<file path="config.mk">
export PLATFORM = sky130hd
export DESIGN_NAME = id_ex_pipe_reg
export DESIGN_NICKNAME = d
export VERILOG_FILES = /design/src/rtl/id_ex_pipe_reg.sv
export SDC_FILE = /design/constraint.sdc
export NUM_CORES = 1
export LEC_CHECK = 0
export BUFFER_PORTS_ARGS = -buffer_cell sky130_fd_sc_hd__buf_2
export CORE_MARGIN = 5
export CORE_UTILIZATION = 25
export DETAILED_ROUTE_END_ITERATION = 8
export PLACE_DENSITY_LB_ADDON = 0.2
export SLEW_MARGIN = 15
export SYNTH_ARGS = -nofsm -noshare
export SYNTH_HDL_FRONTEND = slang
export SYNTH_SLANG_ARGS = --single-unit
</file>
<file path="constraint.sdc">
create_clock -name clk_i -period 4.8 [get_ports clk_i]
set_clock_uncertainty 0.15 [all_clocks]
set_input_delay 0.72 -clock clk_i [delete_from_list [all_inputs] [get_ports clk_i]]
set_output_delay 0.72 -clock clk_i [all_outputs]
set_load 0.1 [all_outputs]
</file>
<file path="src/rtl/id_ex_pipe_reg.sv">
// id_ex_pipe_reg: ID/EX pipeline register with bubble insertion, stall hold and a saturating bubble counter
module id_ex_pipe_reg #(
    parameter int DATA_W  = 32,
    parameter int FUNCT_W = 10,
    parameter int CNT_W   = 16
) (
    input  logic               clk_i,
    input  logic               rst_i,
    input  logic               noOp_i,
    input  logic               flush_i,
    input  logic               stall_i,
    input  logic               valid_i,
    input  logic               RegWrite_i,
    input  logic               MemtoReg_i,
    input  logic               MemRead_i,
    input  logic               MemWrite_i,
    input  logic               ALUSrc_i,
    input  logic [1:0]         ALUOp_i,
    input  logic [DATA_W-1:0]  RS1data_i,
    input  logic [DATA_W-1:0]  RS2data_i,
    input  logic [DATA_W-1:0]  Imm_i,
    input  logic [FUNCT_W-1:0] funct_i,
    input  logic [4:0]         RS1addr_i,
    input  logic [4:0]         RS2addr_i,
    input  logic [4:0]         RDaddr_i,
    output logic               valid_o,
    output logic               RegWrite_o,
    output logic               MemtoReg_o,
    output logic               MemRead_o,
    output logic               MemWrite_o,
    output logic               ALUSrc_o,
    output logic [1:0]         ALUOp_o,
    output logic [DATA_W-1:0]  RS1data_o,
    output logic [DATA_W-1:0]  RS2data_o,
    output logic [DATA_W-1:0]  Imm_o,
    output logic [FUNCT_W-1:0] funct_o,
    output logic [4:0]         RS1addr_o,
    output logic [4:0]         RS2addr_o,
    output logic [4:0]         RDaddr_o,
    output logic [CNT_W-1:0]   bubble_cnt_o
);

    logic               valid_q, valid_d;
    logic               reg_write_q, reg_write_d;
    logic               mem_to_reg_q, mem_to_reg_d;
    logic               mem_read_q, mem_read_d;
    logic               mem_write_q, mem_write_d;
    logic               alu_src_q, alu_src_d;
    logic [1:0]         alu_op_q, alu_op_d;
    logic [DATA_W-1:0]  rs1_data_q, rs1_data_d;
    logic [DATA_W-1:0]  rs2_data_q, rs2_data_d;
    logic [DATA_W-1:0]  imm_q, imm_d;
    logic [FUNCT_W-1:0] funct_q, funct_d;
    logic [4:0]         rs1_addr_q, rs1_addr_d;
    logic [4:0]         rs2_addr_q, rs2_addr_d;
    logic [4:0]         rd_addr_q, rd_addr_d;
    logic [CNT_W-1:0]   cnt_q, cnt_d;
    logic               flush_pend_q, flush_pend_d;
    logic               bubble;

    // Next state: stall holds everything (remembering a flush), otherwise load with control zeroed on a bubble
    always_comb begin
        bubble       = !stall_i && (flush_i || flush_pend_q || noOp_i);
        flush_pend_d = stall_i && (flush_pend_q || flush_i);
        valid_d      = stall_i ? valid_q      : (!bubble && valid_i);
        reg_write_d  = stall_i ? reg_write_q  : (!bubble && RegWrite_i);
        mem_to_reg_d = stall_i ? mem_to_reg_q : (!bubble && MemtoReg_i);
        mem_read_d   = stall_i ? mem_read_q   : (!bubble && MemRead_i);
        mem_write_d  = stall_i ? mem_write_q  : (!bubble && MemWrite_i);
        alu_src_d    = stall_i ? alu_src_q    : (!bubble && ALUSrc_i);
        alu_op_d     = stall_i ? alu_op_q     : (bubble ? 2'b00 : ALUOp_i);
        rd_addr_d    = stall_i ? rd_addr_q    : (bubble ? 5'd0 : RDaddr_i);
        rs1_data_d   = stall_i ? rs1_data_q   : RS1data_i;
        rs2_data_d   = stall_i ? rs2_data_q   : RS2data_i;
        imm_d        = stall_i ? imm_q        : Imm_i;
        funct_d      = stall_i ? funct_q      : funct_i;
        rs1_addr_d   = stall_i ? rs1_addr_q   : RS1addr_i;
        rs2_addr_d   = stall_i ? rs2_addr_q   : RS2addr_i;
        cnt_d        = (bubble && cnt_q != {CNT_W{1'b1}}) ? cnt_q + CNT_W'(1) : cnt_q;
    end

    // State register, cleared asynchronously by an active-low reset
    always_ff @(posedge clk_i or negedge rst_i) begin
        if (!rst_i) begin
            valid_q      <= 1'b0;
            reg_write_q  <= 1'b0;
            mem_to_reg_q <= 1'b0;
            mem_read_q   <= 1'b0;
            mem_write_q  <= 1'b0;
            alu_src_q    <= 1'b0;
            alu_op_q     <= '0;
            rs1_data_q   <= '0;
            rs2_data_q   <= '0;
            imm_q        <= '0;
            funct_q      <= '0;
            rs1_addr_q   <= '0;
            rs2_addr_q   <= '0;
            rd_addr_q    <= '0;
            cnt_q        <= '0;
            flush_pend_q <= 1'b0;
        end else begin
            valid_q      <= valid_d;
            reg_write_q  <= reg_write_d;
            mem_to_reg_q <= mem_to_reg_d;
            mem_read_q   <= mem_read_d;
            mem_write_q  <= mem_write_d;
            alu_src_q    <= alu_src_d;
            alu_op_q     <= alu_op_d;
            rs1_data_q   <= rs1_data_d;
            rs2_data_q   <= rs2_data_d;
            imm_q        <= imm_d;
            funct_q      <= funct_d;
            rs1_addr_q   <= rs1_addr_d;
            rs2_addr_q   <= rs2_addr_d;
            rd_addr_q    <= rd_addr_d;
            cnt_q        <= cnt_d;
            flush_pend_q <= flush_pend_d;
        end
    end

    assign valid_o      = valid_q;
    assign RegWrite_o   = reg_write_q;
    assign MemtoReg_o   = mem_to_reg_q;
    assign MemRead_o    = mem_read_q;
    assign MemWrite_o   = mem_write_q;
    assign ALUSrc_o     = alu_src_q;
    assign ALUOp_o      = alu_op_q;
    assign RS1data_o    = rs1_data_q;
    assign RS2data_o    = rs2_data_q;
    assign Imm_o        = imm_q;
    assign funct_o      = funct_q;
    assign RS1addr_o    = rs1_addr_q;
    assign RS2addr_o    = rs2_addr_q;
    assign RDaddr_o     = rd_addr_q;
    assign bubble_cnt_o = cnt_q;

endmodule

</file>
==> results of run 1 <==
cell families (layout without fill, tap and decap cells):
family                   after synthesis  after routing  synth area share [%]
buffers and inverters                 18            315                  1.43
multiplexers                         118            118                  23.8
adder cells (fa/ha/maj)                1              1                 0.223
AND/OR/NAND/NOR                       36             36                  4.49
XOR/XNOR                              12             12                  1.88
AO/OA/AOI/OAI                         21             21                  2.97
flip-flops                           146            146                  65.2
synth_stat cells, drive strengths merged (4+ instances only):
cell    instances  area [sq um]
dfrtp         146          3650
mux2          117          1320
a22o           13           114
buf            12          57.6
xor2            9          78.8
nor4            6          58.8
clkbuf          5          18.8
nand2           5          18.8
nor3            5          25.0
and4            4          35.0
nand3           4          20.0
nand4           4          40.0
power groups by stage:
stage	Sequential [W]	Clock, W	Combinational (W)
3_3_place_gp	0.00148	0	0.00144
2_1_floorplan	0.00247	0	0.000178
5_1_grt	0.00149	0.00149	0.00149
6_report	0.00147	0.00139	0.00144
4_1_cts	0.00147	0.00144	0.00145
3_5_place_dp	0.00149	0	0.00145
per-stage QoR:
stage	util (%)	hold slack (ns)
global route	36.1	0.274
CTS	36.1	0.240
detailed placement	33.4	0.337
floorplan	-	0.274
finish	36.1	0.212
global placement	33.4	0.333
sequential cells by signal, summed over array words and instances (netlist names):
register,count
RS2addr_o,5
MemtoReg_o,1
ALUOp_o,2
Imm_o,32
MemRead_o,1
funct_o,10
RegWrite_o,1
ALUSrc_o,1
RDaddr_o,5
RS1data_o,32
RS1addr_o,5
RS2data_o,32
valid_o,1
bubble_cnt_o,16
MemWrite_o,1
flush_pend_q,1
cells in the final DEF (no fill, tap or decap), types with 2 or more instances in the layout:
master	Yosys	layout
xnor2_1	3	3
nor4_2	1	2
buf_2	10	276
clkbuf_16	0	17
xor2_1	9	9
nor4_1	4	3
and4_1	4	4
nor3_1	5	5
bufinv_16	0	3
mux2_2	116	116
buf_4	0	4
o2111ai_1	2	2
and3_1	3	3
a22o_1	13	13
inv_6	0	5
clkinvlp_4	0	4
dfrtp_1	146	146
nand2_1	5	5
nand3_1	4	4
o21a_1	2	2
a21oi_1	3	3
nand4_1	3	3
final cells by class:
cell class / instances / area share [%]
inverters: 1 / 0.0473
clock inverters: 14 / 2.24
repair buffers: 282 / 18.2
well taps: 280 / 4.42
clock buffers: 18 / 5.41
flip-flops and latches: 146 / 46.1
multi-input cells: 188 / 23.6
final timing paths:
kind	start	endpoint	slack [ns]	depth (start not counted)
min in group clk_i	RS2data_o[19]	RS2data_o[19]	0.35	1
worst max register to register	bubble_cnt_o[0]	bubble_cnt_o[1]	2.83	5
worst min-delay path	rst_i	RS1data_o[18]	0.21	1
worst min register to register	RS2data_o[19]	RS2data_o[19]	0.35	1
worst max-delay path	bubble_cnt_o[4]	bubble_cnt_o[4]	2.55	1
max in group asynchronous	rst_i	RS2data_o[16]	3.32	2
per-layer routing:
| metal | share of wire (%) | vias to the layer above |
|---|---|---|
| met5 | 0 | - |
| met4 | 1.8 | 0 |
| met3 | 8.6 | 21 |
| met2 | 49 | 166 |
| met1 | 40 | 1914 |
| li1 | - | 1838 |
==> results.md, run 1 <==
* Cell Rows at between 50 and 60
* CP required at roughly 3.9 ns
* Die area at ~0.025 sq mm
* Clock power share at 32.4%
* Setup repair after global routing missed its margin: no
* Ys flop type: dfrtp_1
* Final instance area at ~0.0079 sq mm
* Antenna violation net count after detailed routing at 0
* P_leak at between 3 and 4 nW
* Placed cell area at 0.00732 sq mm
* IO Port Bufs at between 200 and 300
* Register bit total from synthesis at about 150
* Detailed-route wire length per cell at between 15 and 20 microns
* First-pass GRT wire length at between 20000 and 25000 microns
* Final setup viols at 0
* All-Layer GR Usage at ~12%
* Max incr delay on CP at ~0.48 ns
* Die extent in y at ~160 microns
* Netlist cell types at 31
* Register area at about 0.0037 sq mm
* Slew HR at between 40% and 50%
* Fillers at approximately 2100
* Combinational power share at around a third
* Final slew viol count at 0
* Crit path cell chain: buf_2
* Final WS setup at about 2.6 ns
* Switching share of power at a little over two fifths
* WL final at roughly 15000 microns
* Multi-input gate area at about 0.0019 sq mm
* Post-cts resize count at 0
* Final worst path period share at a little under half
* Crit path kind: reg2out
* Hold WC Path Type: in2async
* Layout Nets at 771
* Initial Utilization at 25.5%
* Worst Tran Pin Value at between 0.8 and 0.9 ns
* Cts hold-fix bufs at 0
* Detailed Route Iter0 Violations at 83
* Vias per inst at between 4 and 5
* Vias at slightly below 4000
* Syn_nets at between 400 and 500
* Dpl cells at approximately 900
* Num CTS Buffers at 17
* Layout cells sized above 1 at between 60 and 70%
* CTS tree: built
* Switching power at between 0.0015 and 0.002 W
* P&R area growth vs syn at 41.6%
* Max VDD drop at roughly 0.22 mV
* Grt met3 use at ~5.3%
* Final Non-Filler Cells at between 900 and 1000
* Arrival time worst endpoint at around 1.4 ns
* # diodes at 0
* Remaining Overflow, GRT at 0
* Clk root buf: clkbuf_16
* CP max-delay cell: buf_2
* Seq/Total Area, Yosys at 65.2%
* TritonRoute pass-1 iters at 4
* Int Power at 0.00245 W
* Clock sink count at about 150
* Placeable Area at ~0.022 sq mm
* IO Pins at 279
* Total power draw at around 0.0043 W
* WP buf/inv at 1
* Met2 Track Usage GR at 19.5%
* Number of synthesized flops with an enable pin at 0
* Gr busiest metal: met2
* Pin count of the biggest net entering global routing at between 90 and 100
* Worst slack, placed at between 2 and 2.5 ns
* Worst-path clk slew at about 0.070 ns
* DP HPWL at around 11000 microns
* Vias in the first global route at around 4400
* Top delay family on crit path: buffers and inverters
* Min cycle time layout at ~2.2 ns
* Initial antenna violation count at 1
* Final-report hold violation count at 0
* M1 GR Usage at 14.1%
* Cell Area, Synth at about 0.0056 sq mm
* # Post-CTS Setup Buffers at 0
* Clock Latency Late Sink at ~0.42 ns
* Startpoint Class: flip-flop
* Status: finished, final reports clean
* Sequential Power Share at about a third
* GPL Wtd Cong at 0.712
* Fmax at approximately 440 MHz
* Synth Warn # at 0
* Worst setup EP type: primary output
* Ys async rst share at 100%
* Setup_tns at 0 ns
* Total of max-cap violations at 0
* Synthesized area per cell at between 15 and 20 sq um
* CTS Buffer Depth at 2
* Maximum fanout along the worst path at 6
* Synth Instances at between 300 and 400
* H-tree Lvls at 4
* Die Wd at between 150 and 200 microns
* PD cells at between 500 and 600 mW/mm^2
* Post-route DRC violation count at 0
(Power assumes the default switching activity.)
==> run 2: changes to the inputs <==
Settings changed: ABC_AREA from default to 1.
Clock period 4.8 ns to 1.95 ns, I/O delays scaled along.
==> run 2 against run 1 <==
Effect of this change: synthesized area rose by 5.4%; non-clock buffer count rose by 142; total power rose by 140%; setup slack got worse by 2.4 ns; routed wire length rose by 30%; first-iteration DRC count rose to 2.8 times the previous value; utilization rose by 5.4 points; critical endpoint is now bubble_cnt_o[2].
==> results.md, run 2 <==
* Min cycle time layout at 1.81 ns
* Dominant cell type by area after synthesis: dfrtp_1
* H-tree Lvls at 4
* Final instance area at between 0.009 and 0.01 sq mm
* Vias at 5823
* Synth Warn # at 0
* Final setup viols at 0
* Synth cell count leaders: nand2_1, dfrtp_1, inv_1
* IO Pins at 279
* Status: finished, final reports clean
* CTS tree: built
* Fillers at 2320
* Die area at about 0.027 sq mm
* Seq/Total Area, Yosys at about three fifths
* PD cells at about 1100 mW/mm^2
* Setup repair after global routing missed its margin: no
* IO Port Bufs at between 200 and 300
* Worst setup EP type: primary output
* Switching power at roughly 0.0044 W
* Die Wd at between 150 and 200 microns
* Clock Latency Late Sink at a little over 0.4 ns
* Final worst path period share at between 90 and 100%
* Crit path kind: reg2out
* Int Power at 0.00584 W
* DP HPWL at between 10000 and 15000 microns
* Post-Synth XOR/XNOR Area at less than 1%
* Setup_tns at 0 ns
* Vias per inst at just over 4
* Arrival time worst endpoint at 1.37 ns
* Vias in the first global route at 6156
* Multiplexer area fraction after synthesis at 0%
* Synth Instances at between 700 and 800
* Sequential Power Share at around 34%
* Switching share of power at between 40% and 50%
* Netlist cell types at 19
* Area share of fa/ha/maj cells after synthesis at less than 1%
* Worst Tran Pin Value at 0.684 ns
* # diodes at 0
* TritonRoute pass-1 iters at 4
* WL final at ~20000 microns
* Synth Area in Simple Gates at a little under a third
* Total power draw at 0.0102 W
* Startpoint Class: flip-flop
* Combinational family with the most area after synthesis: simple AND/OR/NAND/NOR gates
* Hold WC Path Type: in2async
* Cell Rows at 56
* Antenna violation net count after detailed routing at 0
* Placed cell area at 0.00777 sq mm
* Final slew viol count at 0
* Clock power share at ~33%
* Pin count of the biggest net entering global routing at around 130
* Max VDD drop at 0.476 mV
* Register bit total from synthesis at 146
* Final-report hold violation count at 0
* All-Layer GR Usage at between 10 and 15%
* Synthesized area per cell at 8.40 sq um
* P_leak at about 5.3 nW
* Reg-to-reg setup timing slack at approximately 0.26 ns
* Number of synthesized flops with an enable pin at 0
* Initial Utilization at 25.3%
* Slew HR at a little over half
* Most frequent cells in the layout: nand2_1, buf_2, dlygate4sd3_1
* CP required at roughly 1.5 ns
* Remaining Overflow, GRT at 0
* Area share of the largest cell type after synthesis at approximately 62%
* Combinational power share at roughly a third
* Most common cell after layout, fill and taps aside: nand2_1
* Die extent in y at approximately 160 microns
* P&R area growth vs syn at 64.2%
* Fmax at about 550 MHz
* Ys async rst share at 100%
* CTS Buffer Depth at 2
* Cell Area, Synth at between 0.005 and 0.006 sq mm
* Num CTS Buffers at 17
* Worst-path clk slew at ~0.070 ns
* Layout Nets at 1250
* Syn_nets at approximately 840
* Clk root buf: clkbuf_16
* Ys flop type: dfrtp_1
* Maximum fanout along the worst path at 6
* Total of max-cap violations at 0
* Detailed-route wire length per cell at approximately 14 microns
* Placeable Area at roughly 0.023 sq mm
* Synth Area in Compound Gates at under 10%
* Layout cells sized above 1 at a little under a third
* Most area-consuming cells after synthesis: dfrtp_1, nand2_1, inv_1
* Post-route DRC violation count at 0
* Detailed Route Iter0 Violations at between 200 and 250
* GPL Wtd Cong at 0.787
* Initial antenna violation count at 0
* Clock sink count at roughly 150
* Count leader, synth: nand2_1
* First-pass GRT wire length at around 32000 microns
run 2: area by class of cell:
| class | count | area (sq um) | share of cell area (%) |
|---|---|---|---|
| sequential | 146 | 3670 | 37.9 |
| tap | 319 | 399 | 4.12 |
| timing repair buffer | 424 | 2900 | 29.9 |
| multi-input combinational | 505 | 2030 | 20.9 |
| clock inverter | 15 | 185 | 1.91 |
| inverter | 21 | 81.3 | 0.839 |
| clock buffer | 17 | 425 | 4.39 |
run 2: cells by family (layout without fill, tap and decap cells):
| logic type | Yosys count | in the layout |
|---|---|---|
| simple gates | 478 | 478 |
| flops | 146 | 146 |
| buf+inv | 52 | 477 |
| compound gates | 20 | 20 |
| xor+xnor | 6 | 6 |
| fa+ha+maj | 1 | 1 |
run 2: worst paths after layout:
| kind | from | endpoint | cells past startpoint |
|---|---|---|---|
| setup / recovery | bubble_cnt_o[2] | bubble_cnt_o[2] | 2 |
| hold / removal | rst_i | RS1addr_o[4] | 2 |
| setup reg to reg | bubble_cnt_o[0] | bubble_cnt_o[2] | 7 |
| hold reg to reg | RS2data_o[7] | RS2data_o[7] | 2 |
| max in group asynchronous | rst_i | bubble_cnt_o[12] | 3 |
| min in group clk_i | stall_i | bubble_cnt_o[3] | 5 |
run 2: power groups by stage:
stage               clock [W]  sequential [W]  combinational (W)
floorplan                   0         0.00557           0.000421
global placement            0         0.00353            0.00319
detailed placement          0         0.00354            0.00320
CTS                   0.00349         0.00349            0.00340
global route          0.00361         0.00353            0.00354
finish                0.00336         0.00349            0.00338
run 2: critical path, cell delays in order, from the launching register on:
cell	delay (ns)
dfrtp_2	0.37
buf_4	0.15
buf_2	0.44
run 2: repair_timing:
| item | 4_1_cts | 5_1_grt |
|---|---|---|
| hold buffers | 131 | 0 |
| setup endpoints to repair | 3 | 0 |
| resized for setup | 1 | 0 |
| buffers inserted | 0 | 0 |
| endpoints found under the hold margin | 165 | 0 |
run 2: metal layers:
layer,GRT usage [%],part of all wire [%]
met1,18.0,42
met2,24.9,48
met3,4.84,7.0
met4,5.64,2.6
met5,0,0
run 2: metrics by stage:
step | worst slack [ns] | hold slack, ns | instances | util (%)
final | 0.139 | 0.239 | 1447 | 41.5
after global routing | 0.0927 | 0.258 | 1447 | 41.5
after CTS | 0.114 | 0.245 | 1447 | 41.5
after detailed placement | -0.0156 | 0.125 | 1284 | 33.3
after global placement | 0.00351 | 0.122 | 1284 | 33.3
after floorplan | 0.00139 | -0.153 | 703 | -
==> run 3: changes to the inputs <==
Settings changed: MAX_ROUTING_LAYER from default to met4.
==> run 3 against run 2 <==
Effect of this change: count of clock-buffer cells in the layout unchanged; fmax about the same; critical path depth unchanged; critical endpoint unchanged.
==> results.md, run 3 (synthesis gave the netlist of run 2 again) <==
* Vias per inst at roughly 4
* CP required at roughly 1.5 ns
* Num CTS Buffers at 17
* IO Pins at about 280
* Initial Utilization at between 20% and 30%
* Worst-path clk slew at approximately 0.070 ns
* Fin Hold WS at 0.238 ns
* H-tree Lvls at 4
* Hold WC Path Type: in2async
* # Post-CTS Setup Buffers at 0
* Clk root buf: clkbuf_16
* Initial antenna violation count at 0
* Most frequent cells in the layout: nand2_1, buf_2, dlygate4sd3_1
* Setup repair after global routing missed its margin: no
* WL final at roughly 20000 microns
* Dpl cells at between 1000 and 1500
* Final WS setup at around 0.14 ns
* Remaining Overflow, GRT at 0
* Fmax at ~550 MHz
* Slew HR at between 50% and 60%
* Antenna violation net count after detailed routing at 0
* P&R area growth vs syn at 64.2%
* Clock sink count at roughly 150
* Most common cell after layout, fill and taps aside: nand2_1
* Total power draw at between 0.01 and 0.015 W
* Cell Rows at 56
* Worst r2r path cells at 7
* Final worst path period share at ~93%
* PD cells at 1060 mW/mm^2
* Pin count of the biggest net entering global routing at 131
* Clock Latency Late Sink at roughly 0.41 ns
* Worst slack, placed at -0.0156 ns
* Min cycle time layout at roughly 1.8 ns
* Die Wd at 164 microns
* IO Port Bufs at about 280
* Worst setup EP type: primary output
* All-Layer GR Usage at between 15 and 20%
* # diodes at 0
* Maximum fanout along the worst path at 6
* First-pass GRT wire length at 31800 microns
* Layout Nets at 1250
* P_leak at between 5 and 6 nW
* CTS Buffer Depth at 2
* TritonRoute pass-1 iters at 6
* Final slew viol count at 0
* CTS tree: built
* Reg-to-reg setup timing slack at approximately 0.26 ns
* Max VDD drop at approximately 0.48 mV
* Final-report hold violation count at 0
* Layout cells sized above 1 at 31.2%
* Detailed Route Iter0 Violations at 248
* Final Non-Filler Cells at 1447
* Die extent in y at between 150 and 200 microns
* Vias in the first global route at approximately 6200
* DP HPWL at ~13000 microns
* Post-route DRC violation count at 0
* Die area at approximately 0.027 sq mm
* Vias at 5823
* Arrival time worst endpoint at roughly 1.4 ns
* Placeable Area at between 0.02 and 0.025 sq mm
* Detailed-route wire length per cell at 13.8 microns
* Worst Tran Pin Value at roughly 0.67 ns
* Crit path kind: reg2out
* Total of max-cap violations at 0
* Startpoint Class: flip-flop
* GPL Wtd Cong at about 0.8
* Status: finished, final reports clean
* Final setup viols at 0
## run 3: cell counts in the layout (fill, tap and decap cells not counted)
Identical to the previous run, type by type.
## run 3: area by class of cell
type / instances / area, sq um
fillers: 2320 / 13600
flip-flops and latches: 146 / 3670
repair buffers: 424 / 2900
multi-input cells: 505 / 2030
clock buffers: 17 / 425
well taps: 319 / 399
clock inverters: 15 / 185
inverters: 21 / 81.3
## run 3: worst max-delay path: stages, from the launching register on
cell and delay (ns):
dfrtp_2 0.37, buf_4 0.15, buf_2 0.44
## run 3: metrics by stage
| step | TNS, ns | area, sq um | util [%] |
|---|---|---|---|
| final | 0 | 9690 | 41.5 |
| after global placement | 0 | 7770 | 33.3 |
| after floorplan | 0 | 5920 | - |
| after global routing | 0 | 9690 | 41.5 |
| after detailed placement | -0.0392 | 7770 | 33.3 |
| after CTS | 0 | 9690 | 41.5 |
## run 3: power by group
group	switching (W)	internal [W]
Sequential	0.000178	0.00331
Combinational	0.00271	0.000673
Clock	0.00152	0.00185
Total	0.00440	0.00584
## run 3: repair_timing
action | CTS | global route
hold buffers | 131 | 0
resized for setup | 1 | 0
setup endpoints to repair | 3 | 0
endpoints found under the hold margin | 165 | 0
## run 3: path summary, 6_finish.rpt
| kind | start | end |
|---|---|---|
| max in group asynchronous | rst_i | bubble_cnt_o[12] |
| max reg2reg | bubble_cnt_o[0] | bubble_cnt_o[2] |
| max | bubble_cnt_o[2] | bubble_cnt_o[2] |
| min in group clk_i | stall_i | bubble_cnt_o[3] |
| min reg2reg | RS1addr_o[2] | RS1addr_o[2] |
| min | rst_i | RS1addr_o[4] |
## run 3: routing by layer
layer | vias up | global-route usage, % | part of all wire, %
li1 | 2965 | - | -
met1 | 2644 | 18.6 | 44
met2 | 182 | 24.9 | 48
met3 | 32 | 3.84 | 5.6
met4 | 0 | 5.64 | 2.6
met5 | - | - | 0
